===== config.mk =====
export PLATFORM = sky130hd
export DESIGN_NAME = msx_slot_mapper
export DESIGN_NICKNAME = d
export VERILOG_FILES = /design/src/rtl/msx_slot_mapper.sv
export SDC_FILE = /design/constraint.sdc
export NUM_CORES = 1
export LEC_CHECK = 0
export CORE_MARGIN = 8
export CORE_UTILIZATION = 25
export CTS_BUF_LIST = sky130_fd_sc_hd__clkbuf_2 sky130_fd_sc_hd__clkbuf_4 sky130_fd_sc_hd__clkbuf_8
export DETAILED_ROUTE_END_ITERATION = 10
export DONT_BUFFER_PORTS = 1
export PLACE_DENSITY_LB_ADDON = 0.3
export RECOVER_POWER = 25
export SLEW_MARGIN = 25
export SYNTH_ARGS = -nofsm -noshare
export SYNTH_HDL_FRONTEND = slang
export SYNTH_SLANG_ARGS = --single-unit

===== constraint.sdc =====
create_clock -name clk -period 4.65 [get_ports clk]
set_input_delay 0.6975 -clock clk [delete_from_list [all_inputs] [get_ports clk]]
set_output_delay 0.6975 -clock clk [all_outputs]
set_load 0.005 [all_outputs]

===== src/rtl/msx_slot_mapper.sv =====
// msx_slot_mapper: MSX primary/secondary slot decode plus FC-FF memory mapper.
// Define SLOT_MAPPER_READBACK_EN to make the mapper ports readable.
module msx_slot_mapper #(
    parameter logic [3:0] EXPANDED    = 4'b1000,
    parameter int         MAPPER_SLOT = 3,
    parameter int         MAPPER_SUB  = 0,
    parameter int         SEG_BITS    = 3
) (
    input  logic                 clk,
    input  logic                 reset_n,
    input  logic [15:0]          addr,
    input  logic [7:0]           d_i,
    input  logic                 mreq_n,
    input  logic                 iorq_n,
    input  logic                 rd_n,
    input  logic                 wr_n,
    input  logic                 m1_n,
    input  logic                 rfrsh_n,
    input  logic [7:0]           prim_slot_i,
    output logic [7:0]           d_o,
    output logic                 d_oe,
    output logic [3:0]           sltsl_n,
    output logic [15:0]          subsl_n,
    output logic [SEG_BITS+13:0] ram_a,
    output logic                 ram_cs,
    output logic                 ram_we
);
    localparam int MAP_IDX = MAPPER_SLOT * 4 + (EXPANDED[MAPPER_SLOT] ? MAPPER_SUB : 0);

    logic [7:0]          ssr_q [4];
    logic [7:0]          ssr_d [4];
    logic [SEG_BITS-1:0] seg_q [4];
    logic [SEG_BITS-1:0] seg_d [4];
    logic                wr_seen_q, wr_seen_d;
    logic [1:0]          page, ps, pri3, sub;
    logic                mem_acc, io_acc, conflict, ffff_acc, io_hit, sel, wr_ev, rd_ffff, rd_io;

    assign page     = addr[15:14];
    assign ps       = prim_slot_i[{page, 1'b0} +: 2];
    assign pri3     = prim_slot_i[7:6];
    assign mem_acc  = ~mreq_n & rfrsh_n;
    assign io_acc   = ~iorq_n & m1_n;
    assign conflict = ~mreq_n & ~iorq_n;
    assign ffff_acc = mem_acc & (addr == 16'hFFFF) & EXPANDED[pri3];
    assign io_hit   = io_acc & (addr[7:2] == 6'h3F);
    assign sel      = mem_acc & ~ffff_acc;
    assign sub      = EXPANDED[ps] ? ssr_q[ps][{page, 1'b0} +: 2] : 2'd0;

    always_comb begin
        sltsl_n = '1;
        subsl_n = '1;
        if (sel) begin
            sltsl_n[ps]       = 1'b0;
            subsl_n[{ps, sub}] = 1'b0;
        end
    end

    assign ram_cs  = ~subsl_n[MAP_IDX];
    assign ram_a   = {seg_q[page], addr[13:0]};
    assign ram_we  = ram_cs & ~wr_n;
    assign rd_ffff = ffff_acc & ~rd_n & ~conflict & reset_n;
`ifdef SLOT_MAPPER_READBACK_EN
    assign rd_io   = io_hit & ~rd_n & ~conflict & reset_n;
`else
    assign rd_io   = 1'b0;
`endif
    assign d_oe = rd_ffff | rd_io;
    assign d_o  = rd_ffff ? ~ssr_q[pri3]
                : rd_io   ? ((8'hFF << SEG_BITS) | 8'(seg_q[addr[1:0]]))
                :           8'hFF;

    // wr_seen turns a multi-cycle CPU write strobe into a single commit
    assign wr_ev = ~wr_n & ~conflict & ~wr_seen_q & (ffff_acc | io_hit);

    always_comb begin
        ssr_d = ssr_q;
        seg_d = seg_q;
        if (wr_ev & ffff_acc) ssr_d[pri3] = d_i;
        if (wr_ev & io_hit) seg_d[addr[1:0]] = d_i[SEG_BITS-1:0];
        wr_seen_d = wr_n ? 1'b0 : (wr_seen_q | wr_ev);
    end

    always_ff @(posedge clk) begin
        if (!reset_n) begin
            for (int i = 0; i < 4; i++) begin
                ssr_q[i] <= '0;
                seg_q[i] <= SEG_BITS'(3 - i);
            end
            wr_seen_q <= 1'b1;
        end else begin
            ssr_q     <= ssr_d;
            seg_q     <= seg_d;
            wr_seen_q <= wr_seen_d;
        end
    end
endmodule


# ---- After elaboration in Yosys (flattened, before gate mapping)
# Index checks and enable logic that the tools add are counted.
dict set report classes {
  magnitude_cmp 11
  eq_ne 2
  shift 2
  mux 28
  n_bitwise 33
  n_reduce_logical 4
}
# operator count
set op_table {}
lappend op_table {{8-bit two-way mux} 6}
lappend op_table {{8-bit binary-select mux with 2-bit select} 2}
lappend op_table {{32-bit bitwise mux} 1}
lappend op_table {{1-bit bitwise AND} 16}
lappend op_table {{8-bit demux with 2-bit select} 1}
lappend op_table {{16-bit == test, second input constant} 1}
lappend op_table {{16-bit two-way mux} 1}
lappend op_table {{16-bit NOT} 1}
lappend op_table {{8-bit by 4-bit variable part select with 2-bit output} 2}
lappend op_table {{12-bit bitwise mux} 1}
lappend op_table {{3-bit >= comparator, second input constant} 4}
lappend op_table {{2-bit NOT with 3-bit output} 4}
lappend op_table {{3-bit two-way mux} 3}
lappend op_table {{1-bit NOT} 8}
lappend op_table {{8-bit NOT} 1}
lappend op_table {{3-bit binary-select mux with 2-bit select} 1}
lappend op_table {{3-bit demux with 2-bit select} 1}
lappend op_table {{6-bit == test, second input constant} 1}
lappend op_table {{2-bit by 3-bit less-than comparator with 1-bit output, second input constant} 2}
lappend op_table {{3-bit by 1-bit less-than comparator with 1-bit output, second input constant} 2}
lappend op_table {{4-bit by 5-bit less-than comparator with 1-bit output, second input constant} 1}
lappend op_table {{1-bit two-way mux} 5}
lappend op_table {{1-bit binary-select mux with 2-bit select} 2}
lappend op_table {{1-bit demux with 4-bit select} 1}
lappend op_table {{8 further kinds} 12}
dict set report totals {
  register_bits 45
  inputBits 40
  out_inout_bits 48
  wordCells 89
}

# ---- Longest topological paths before layout
# Gate-level depths: netlist of run 1.
dict set report depth {
  ltp_word 15
  ltp_mapped 8
  ltp_nobuf 6
}

# ---- Worst setup path after synthesis of run 1
# Ideal clock, no wire load.
dict set report synth_timing {
  path_kind {input -> output}
  from {input addr[15]}
  to {output ram_we}
  t_arrival_ps 2309
  t_required_ps 3953
  path_slack_ps 1643
  stages 6
  n_path_buf 1
  path_cell_list {buf_2 > mux2i_1 > mux2_2 > o221ai_1 > o21ai_0 > nor4_1}
}
dict set report synth_between {
  elab_chain_len 15
  elab_cells_between_ends 23
  cone_classes {order compare (2); eq/ne (1); shift (2); mux (9); bitwise (8); reduce/logical (1)}
}
# element line_no
set synth_lines {}
lappend synth_lines {{start: declaration} 11} ;# input logic [15:0] addr,
lappend synth_lines {{8-bit by 4-bit variable part select with 2-bit output} 39} ;# assign ps = prim_slot_i[{page, 1'b0} +: 2];
lappend synth_lines {{2-bit NOT with 3-bit output (not written as such)} 47} ;# assign sub = EXPANDED[ps] ? ssr_q[ps][{page, 1'b0} +: 2] : 2'd0;
lappend synth_lines {{8-bit binary-select mux with 2-bit select} 47}
lappend synth_lines {{8-bit two-way mux (not written as such) (2 in series)} 47}
lappend synth_lines {{8-bit by 4-bit variable part select with 2-bit output} 47}
lappend synth_lines {{2-bit two-way mux} 47}
lappend synth_lines {{4-bit by 5-bit less-than comparator with 1-bit output (not written as such) / 4-bit by 1-bit >= comparator with 1-bit output (equally long branches)} 54} ;# subsl_n[{ps, sub}] = 1'b0;
lappend synth_lines {{1-bit logical AND (not written as such)} 54}
lappend synth_lines {{1-bit two-way mux (not written as such)} 54}
lappend synth_lines {{1-bit demux with 4-bit select} 54}
lappend synth_lines {{16-bit NOT (no source line)} --}
lappend synth_lines {{16-bit two-way mux *} 52} ;# if (sel) begin
lappend synth_lines {{1-bit NOT *} 58} ;# assign ram_cs = ~subsl_n[MAP_IDX];
lappend synth_lines {{1-bit bitwise AND *} 60} ;# assign ram_we = ram_cs & ~wr_n;
lappend synth_lines {{end: declaration} 26} ;# output logic ram_we
# Every way passes the cells marked *; elsewhere a longest branch is shown, timed or not. The select of a mux whose other input is x is not followed.

# ---- Final worst setup path of run 1
dict set report layout_timing {
  from {input addr[5]}
  to {output d_o[7]}
}
dict set report layout_between {
  elab_chain_len 7
}
# element line_no
set layout_lines {}
lappend layout_lines {{16-bit == test} 44} ;# assign ffff_acc = mem_acc & (addr == 16'hFFFF) & EXPANDED[pri3];
lappend layout_lines {{1-bit bitwise AND (2 in series)} 44}
lappend layout_lines {{1-bit bitwise AND (3 in series)} 61} ;# assign rd_ffff = ffff_acc & ~rd_n & ~conflict & reset_n;
lappend layout_lines {{via d_oe} 21} ;# output logic d_oe,
lappend layout_lines {{8-bit two-way mux} 68} ;# assign d_o = rd_ffff ? ~ssr_q[pri3]
lappend layout_lines {{end: declaration} 20} ;# output logic [7:0] d_o,
# The timed path passes the listed nets, and every way through them passes these cells.

==> results of run 1 <==
-- final cells by class --
type | count | area share (%)
Sequential cell | 45 | 34.5
Multi-Input combinational cell | 180 | 54.8
Tap cell | 136 | 6.51
Clock buffer | 8 | 3.49
Inverter | 5 | 0.718
-- placed cells by master, fill, tap and decap left out, types with 6 or more instances in the layout --
| master | count |
|---|---|
| conb_1 | 9 |
| mux4_2 | 12 |
| and2_1 | 26 |
| nand2_1 | 21 |
| mux2_2 | 6 |
| dfxtp_1 | 45 |
| nand4_1 | 10 |
| mux2i_1 | 29 |
| nor2b_1 | 20 |
-- kinds of logic (layout without fill, tap and decap cells) --
family                 Yosys count  after routing
buffers and inverters           42             13
AND/OR/NAND/NOR                107            107
AO/OA/AOI/OAI                   17             17
flip-flops                      45             45
multiplexers                    47             47
other                            1              9
-- cells in the mapped netlist, types with 2 or more instances --
master     n
o21a_1     2
buf_2      2
and3_1     2
dfxtp_1   45
nor2b_1   20
nand2_1   21
o211ai_1   3
buf_4     26
and2_1    26
o21ai_0    4
nand3_1    5
nor3_1     2
mux2i_1   29
mux4_2    12
inv_1      5
nand4_1   10
nor2_1     4
nor3b_2    3
nor4_1     5
mux2_2     6
buf_1      3
clkbuf_1   6
-- layer usage --
metal | up-vias | track usage (%) | share of wire [%]
met5 | - | 0 | 0
met4 | 0 | 2.56 | 1.2
met3 | 10 | 4.36 | 11
met2 | 70 | 15.1 | 42
met1 | 847 | 12.6 | 45
li1 | 850 | - | -
-- sequential cells by signal (all words and copies together), names as in the netlist --
signal / count
ssr_q: 32
seg_q: 12
wr_seen_q: 1
-- power breakdown --
group / total (mW) / internal (mW) / switching, mW
clock: 0.252 / 0.125 / 0.128
sequential: 0.386 / 0.386 / 0.000270
combinational: 0.0500 / 0.0247 / 0.0253
-- per-stage QoR --
stage	instance area, um2	setup WS (ns)	total power, mW
after floorplan	2590	1.64	0.464
after global placement	2520	1.53	0.444
after detailed placement	2520	1.45	0.444
after CTS	2610	1.44	0.699
after global routing	2610	1.27	0.718
final	2610	1.53	0.688
-- worst register-to-register path: cells and delay by family, from the launching register on --
family,cells,cell delay [ns]
muxes,1,0.26
and+or+nand+nor,4,1.48
DFF,1,0.32
-- worst paths after layout --
check / from / depth (start not counted) / slack [ns] / to
setup / recovery: addr[5] / 5 / 1.53 / d_o[7]
hold / removal: ssr_q[11] / 1 / 0.45 / ssr_q[11]
hold reg to reg: ssr_q[11] / 1 / 0.45 / ssr_q[11]
setup reg to reg: wr_seen_q / 5 / 2.49 / seg_q[10]
==> flow_summary.ini, run 1 <==
[pwr]
ir_worst_vdd_v = 0.000111
leakage_nw = 0.885
powerDensity_mw_per_mm2 = 263

[final_layout]
diodes = 0
nNetsFinal = 277
fill_cells = 1077
ff_latch_area_um2 = 901
final_util_pct = 25.8
multi_input_area_mm2 = 0.00143
area_delta_synth_final_pct = 2.05
instances_no_fill = 374
drive_gt1_share_pct = 13.4

[yosys]
synth-simple-area-share_pct = 25.2
yosysSeqAreaShare_pct = 35.2
async_reset_ff_share_pct = 0
ys_warn_count = 0
muxShareOfSynthArea_pct = 24.5
synth-xor-area-share_pct = 0
netlist_area_mm2 = 0.00256
synth_compound_area_share_pct = 4.93
yosys-top-cells-area = dfxtp_1, mux2i_1, mux4_2, buf_4, and2_1
synthCells = 259
ys_types = 40
synthFlopType = dfxtp_1
yosysTopAreaCell = dfxtp_1
ys_seq_elements = 45
synth_edf_count = 0
synth_top_family_by_area = simple AND/OR/NAND/NOR gates
yosysTopAreaCellShare_pct = 35.2
avgSynthCellArea_um2 = 9.89
synthAdderAreaFrac_pct = 0

[timing]
maxClockFrequency_mhz = 321
slew_viol_final = 0
hold_viol = 0
relSlewSlack_pct = 42.7
finalCritPeriodShare_pct = 67.0
whs_ns = 0.452
layout_min_cycle_time_ns = 3.12
setup_viol = 0
rsz0062_at_grt = no
fin_skew_ns = 0.00707
worstMarginPinSlew_ns = 0.852
finalSetupTns_ns = 0

[clock_network]
holdBufCountCts = 0
tritoncts = done
cts_buffer_depth = 2
worstSkewPairLatency_ns = 0.30
cts-htree-levels = 2
cts.sinks = 45
root_buffer = clkbuf_8
cts.reportedPaths.clkPinSlew_ns = 0.08
cts_buffers = 5
post_cts_buffers = 0
cts-resized-gates = 0

[global_routing]
grt_use_total_pct = 9.94
antenna_found_initial = 0
grt_overflow = 0
grt_pass1_vias = 1776
grt_max_degree = 47
grt_pass1_wl_um = 10300

[floorplanning]
dieHeight_um = 117
dieArea_mm2 = 0.0137
initial_core_util_pct = 25.3
die_w_um = 117
pin_count = 88
core-area_mm2 = 0.0101
rows = 37

[critical_path]
crit_fanout = 9
crit_buf_inv = 0
crit_path_top_delay_cell = nor3b_2
start_kind = input pin
crit_type = in2out
max_stage_delay_ns = 0.73
crit_top_cell = nand4_1
crit_required_ns = 3.95
cpLargestDelayFamily = simple AND/OR/NAND/NOR gates
arrival_ns = 2.42
end_kind = primary output
crit_chain = nand4_1 -> nor4_1 -> nand4_1 -> nor3b_2 -> o211ai_1

[drt]
drt_iter0_drc = 97
remaining_drc_errors = 0
ant_nets = 0
wl_per_cell_um = 18.5
routed_wirelength_um = 6910
drtPass1Iterations = 4
viasPerCell = 4.75
num_vias = 1777

[place]
hpwlAfterDp_um = 5330
gpl.final_weighted_congestion = 0.773
io_buffers = 0
dp.cells = 366

[flow_run]
drv_cap = 0

[run_status]
status = finished clean

[min_path]
min-delay-path-class = reg2reg
(Power assumes the default switching activity.)
==> run 2: changes to the inputs <==
==> constraint.sdc (replaced) <==
create_clock -name clk -period 2.79 [get_ports clk]
set_input_delay 0.4185 -clock clk [delete_from_list [all_inputs] [get_ports clk]]
set_output_delay 0.4185 -clock clk [all_outputs]
set_load 0.005 [all_outputs]
==> run 2 against run 1 <==
Effect of this change: die area stayed put; combinational power is 70% higher; flip-flop and latch count stayed put; critical path depth stayed put; via count is 0.68% lower; setup slack worse by 1.2 ns; hold slack worse by 0.26 ns; clock skew is 0.0023 ns higher; final area is 1.1% higher; clock power is 70% higher; cell count is 0.80% higher; sequential power is 67% higher; critical path type unchanged; critical endpoint is now ram_cs.
==> flow_summary.ini, run 2 (synthesis results as in run 1) <==
[run_status]
status = finished clean

[timing]
maxClockFrequency_mhz = 405
finalSetupTns_ns = 0
whs_ns = 0.193
hold_viol = 0
slew_viol_final = 0
rsz0062_at_grt = no
setup_viol = 0
setup_ws_ns = 0.323
relSlewSlack_pct = 63.1
layout_min_cycle_time_ns = 2.47
finalCritPeriodShare_pct = 88.4
worstMarginPinSlew_ns = 0.550
fin_skew_ns = 0.00941

[pwr]
ir_worst_vdd_v = 0.000158
fin_total_pwr_mw = 1.16
leakage_nw = 0.894
powerDensity_mw_per_mm2 = 438

[clock_network]
cts.sinks = 45
cts_buffer_depth = 2
cts_buffers = 5
post_cts_buffers = 0
cts.reportedPaths.clkPinSlew_ns = 0.09
worstSkewPairLatency_ns = 0.29
holdBufCountCts = 0
root_buffer = clkbuf_8
cts-htree-levels = 2
cts-resized-gates = 0
tritoncts = done

[final_layout]
final_util_pct = 26.1
largest_registers = ssr_q x32, seg_q x12, wr_seen_q x1
nNetsFinal = 280
largest_reg_flops = 32
layout_common_cells = dfxtp_1, mux2i_1, nand2_1
drive_gt1_share_pct = 14.5
area_delta_synth_final_pct = 3.13
final_common_cell = dfxtp_1
top_register = ssr_q
stdcell_area_mm2 = 0.00264
diodes = 0
instances_no_fill = 377
fill_cells = 1074

[drt]
viasPerCell = 4.68
num_vias = 1765
wl_per_cell_um = 18.1
remaining_drc_errors = 0
drt_iter0_drc = 74
routed_wirelength_um = 6810
drtPass1Iterations = 4
ant_nets = 0

[critical_path]
start_kind = input pin
arrival_ns = 2.05
crit_buf_inv = 0
cpLargestDelayFamily = multiplexers
crit_required_ns = 2.37
crit_path_top_delay_cell = mux4_2
rr_worst_depth = 5
max_stage_delay_ns = 0.56
critical_path_depth = 5
crit_fanout = 19
end_kind = primary output
crit_chain = mux2i_1 -> mux4_2 -> nor2_1 -> nor3_1 -> nor4_1
crit_type = in2out

[global_routing]
grt_max_degree = 47
grt_overflow = 0
antenna_found_initial = 0
grt_pass1_vias = 1767
grt_use_total_pct = 9.96
grt_pass1_wl_um = 10300

[min_path]
min_path_cells = 1
min-delay-path-class = in2reg

[flow_run]
drv_cap = 0

[floorplanning]
dieHeight_um = 117
dieArea_mm2 = 0.0137
initial_core_util_pct = 25.3
die_w_um = 117
rows = 37
core-area_mm2 = 0.0101
pin_count = 88

[place]
place_area_mm2 = 0.00254
hpwlAfterDp_um = 5250
dp_worst_setup_slack_ns = 0.323
io_buffers = 0
gpl.final_weighted_congestion = 0.751
dp.cells = 369
-- run 2: changes by cell type in the layout (fill, tap and decap cells not counted), sizes merged --
cell    previous run  this run
clkinv             0         2
clkbuf             8         6
buf                0         3
-- run 2: report_power, final --
group / switching [mW] / internal [mW] / leakage, nW
logic: 0.0423 / 0.0425 / 0.481
registers: 0.000331 / 0.643 / 0.363
clock network: 0.227 / 0.201 / 0.0512
total: 0.270 / 0.886 / 0.894
-- run 2: worst paths after layout --
| kind | startpoint | endpoint | slack (ns) |
|---|---|---|---|
| worst max-delay path | addr[15] | ram_cs | 0.32 |
| worst min-delay path | reset_n | seg_q[3] | 0.19 |
| worst max register to register | wr_seen_q | seg_q[11] | 0.68 |
| worst min register to register | ssr_q[17] | ssr_q[17] | 0.46 |
-- run 2: per-layer routing --
metal	GRT usage [%]	share of wire (%)	wire, um
met5	0	0	0
met4	2.65	0.97	66
met1	12.0	43	2950
met2	15.1	43	2920
met3	5.28	13	874
-- run 2: final cells by class --
cell class | count | area [um2] | share of cell area [%]
tap | 136 | 170 | 6.44
timing repair buffer | 3 | 22.5 | 0.853
clock buffer | 6 | 82.6 | 3.13
inverter | 5 | 18.8 | 0.711
clock inverter | 2 | 13.8 | 0.521
multi-input combinational | 180 | 1430 | 54.2
sequential | 45 | 901 | 34.1
==> run 3: changes to the inputs <==
--- a/config.mk
+++ b/config.mk
@@ -5,11 +5,12 @@
 export SDC_FILE = /design/constraint.sdc
 export NUM_CORES = 1
 export LEC_CHECK = 0
+export BUFFER_PORTS_ARGS = -buffer_cell sky130_fd_sc_hd__buf_2
+export CORE_ASPECT_RATIO = 0.5
 export CORE_MARGIN = 8
 export CORE_UTILIZATION = 25
 export CTS_BUF_LIST = sky130_fd_sc_hd__clkbuf_2 sky130_fd_sc_hd__clkbuf_4 sky130_fd_sc_hd__clkbuf_8
 export DETAILED_ROUTE_END_ITERATION = 10
-export DONT_BUFFER_PORTS = 1
 export PLACE_DENSITY_LB_ADDON = 0.3
 export RECOVER_POWER = 25
 export SLEW_MARGIN = 25
==> run 3 against run 2 <==
Effect of this change: the flow now finishes with violations (max-capacitance violations, max-slew violations); clock skew barely moved; hold slack improved by 0.17 ns; non-clock buffer count rose by 87; sequential power barely moved; clock power fell by 3%; routed wire length rose by 5.2%; clock-buffer cell count did not move; global-route usage fell by 0.18 points; fmax fell by 5.1%; largest power group unchanged.
==> flow_summary.ini, run 3 (synthesis results as in run 1) <==
[timing]
finalCritPeriodShare_pct = 93.1
whs_ns = 0.365
worstMarginPinSlew_ns = 1.59
slew_viol_final = 46
setup_ws_ns = 0.191
fin_skew_ns = 0.00938
hold_viol = 0
layout_min_cycle_time_ns = 2.60
relSlewSlack_pct = -5.73
maxClockFrequency_mhz = 385
setup_viol = 0
finalSetupTns_ns = 0
rsz0062_at_grt = no

[flow_run]
drv_cap = 1

[floorplanning]
dieHeight_um = 87.6
initial_core_util_pct = 25.4
rows = 26
core-area_mm2 = 0.0101
pin_count = 88
die_w_um = 159
dieArea_mm2 = 0.0139

[critical_path]
rr_worst_depth = 5
crit_type = in2out
crit_chain = buf_2 -> mux2_2 -> a2111oi_1 -> o21a_1 -> nor3_1 -> nor4_1 -> buf_2
reg2reg_to = seg_q[7]
r2r_start = wr_seen_q
end_kind = primary output
crit_required_ns = 2.37
crit_top_cell = buf_2
crit_path_top_delay_cell = mux2_2
arrival_ns = 2.18
reg2reg_slack_ns = 0.72
max_stage_delay_ns = 0.40
start_kind = input pin
crit_fanout = 9

[final_layout]
nNetsFinal = 367
stdcell_area_mm2 = 0.00311
final_util_pct = 30.8
fill_cells = 1095
largest_registers = ssr_q x32, seg_q x12, wr_seen_q x1
top_register = ssr_q
drive_gt1_share_pct = 37.0
layout_common_cells = buf_2, dfxtp_1, mux2i_1
area_delta_synth_final_pct = 21.3
final_common_cell = buf_2
diodes = 0
largest_reg_flops = 32
instances_no_fill = 467

[pwr]
powerDensity_mw_per_mm2 = 399
ir_worst_vdd_v = 0.000167
fin_total_pwr_mw = 1.24
leakage_nw = 1.21

[clock_network]
cts-htree-levels = 2
cts.reportedPaths.clkPinSlew_ns = 0.09
cts_buffer_depth = 2
cts_buffers = 5
post_cts_buffers = 0
tritoncts = done
cts.sinks = 45
root_buffer = clkbuf_8
worstSkewPairLatency_ns = 0.30
holdBufCountCts = 0

[drt]
viasPerCell = 4.35
drt_iter0_drc = 132
num_vias = 2030
routed_wirelength_um = 7170
drtPass1Iterations = 4
ant_nets = 0
wl_per_cell_um = 15.3
remaining_drc_errors = 0

[global_routing]
use_met1_pct = 11.9
grt_overflow = 0
grt_pass1_wl_um = 11000
grt_use_met3_pct = 2.16
antenna_found_initial = 0
grt_max_degree = 46
busiest_layer = met2
grt_util_met2_pct = 17.3
grt_pass1_vias = 2022
grt_use_total_pct = 9.78

[min_path]
hp-start = wr_n
min_path_cells = 2
holdPathEnd = wr_seen_q
min-delay-path-class = in2reg

[place]
dp_worst_setup_slack_ns = 0.148
dp.cells = 460
place_area_mm2 = 0.00302
hpwlAfterDp_um = 5630
gpl.final_weighted_congestion = 0.835
io_buffers = 78

[run_status]
status = finished, violations left
violations = max-capacitance violations, max-slew violations
run 3: cell types whose count changed in the layout (fill, tap and decap cells not counted), moves of 2 or more:
cell,before,now
clkbuf_1,0,2
buf_4,3,10
buf_2,0,77
and2_0,7,12
and2_1,19,14
run 3: metal layers:
metal	wire, um	share of wire [%]
met5	0	0
met4	59	0.82
met3	297	4.1
met2	3620	51
met1	3190	45
run 3: how the worst max path moves through the flow:
stage               startpoint     end  depth (start not counted)
floorplan             addr[15]  ram_we                          6
finish                addr[15]  ram_cs                          7
CTS                   addr[15]  ram_cs                          7
global placement      addr[15]  ram_cs                          7
detailed placement    addr[15]  ram_cs                          7
global route          addr[15]  ram_cs                          7
run 3: worst max-delay path: cells and delay by family:
family / cells / cell delay [ns]
simple gates: 2 / 0.37
mux: 1 / 0.40
compound gates: 2 / 0.60
buf+inv: 2 / 0.39
run 3: where the power goes:
group	internal, mW	total (mW)	switching, mW	leakage, nW
Sequential	0.643	0.643	0.000329	0.363
Clock	0.184	0.414	0.231	0.0447
Combinational	0.0826	0.184	0.102	0.799
run 3: cell type report:
type | count | area (um2) | area share [%]
Sequential cell | 45 | 901 | 29.0
Clock inverter | 1 | 8.76 | 0.282
Clock buffer | 6 | 76.3 | 2.46
Multi-Input combinational cell | 180 | 1440 | 46.3
Inverter | 5 | 18.8 | 0.604
Timing Repair Buffer | 90 | 488 | 15.7
Tap cell | 140 | 175 | 5.64
run 3: timing repair:
action                     4_1_cts  5_1_grt
gates resized for setup          0        4
hold endpoints to repair         0        0
setup endpoints to repair        0        3
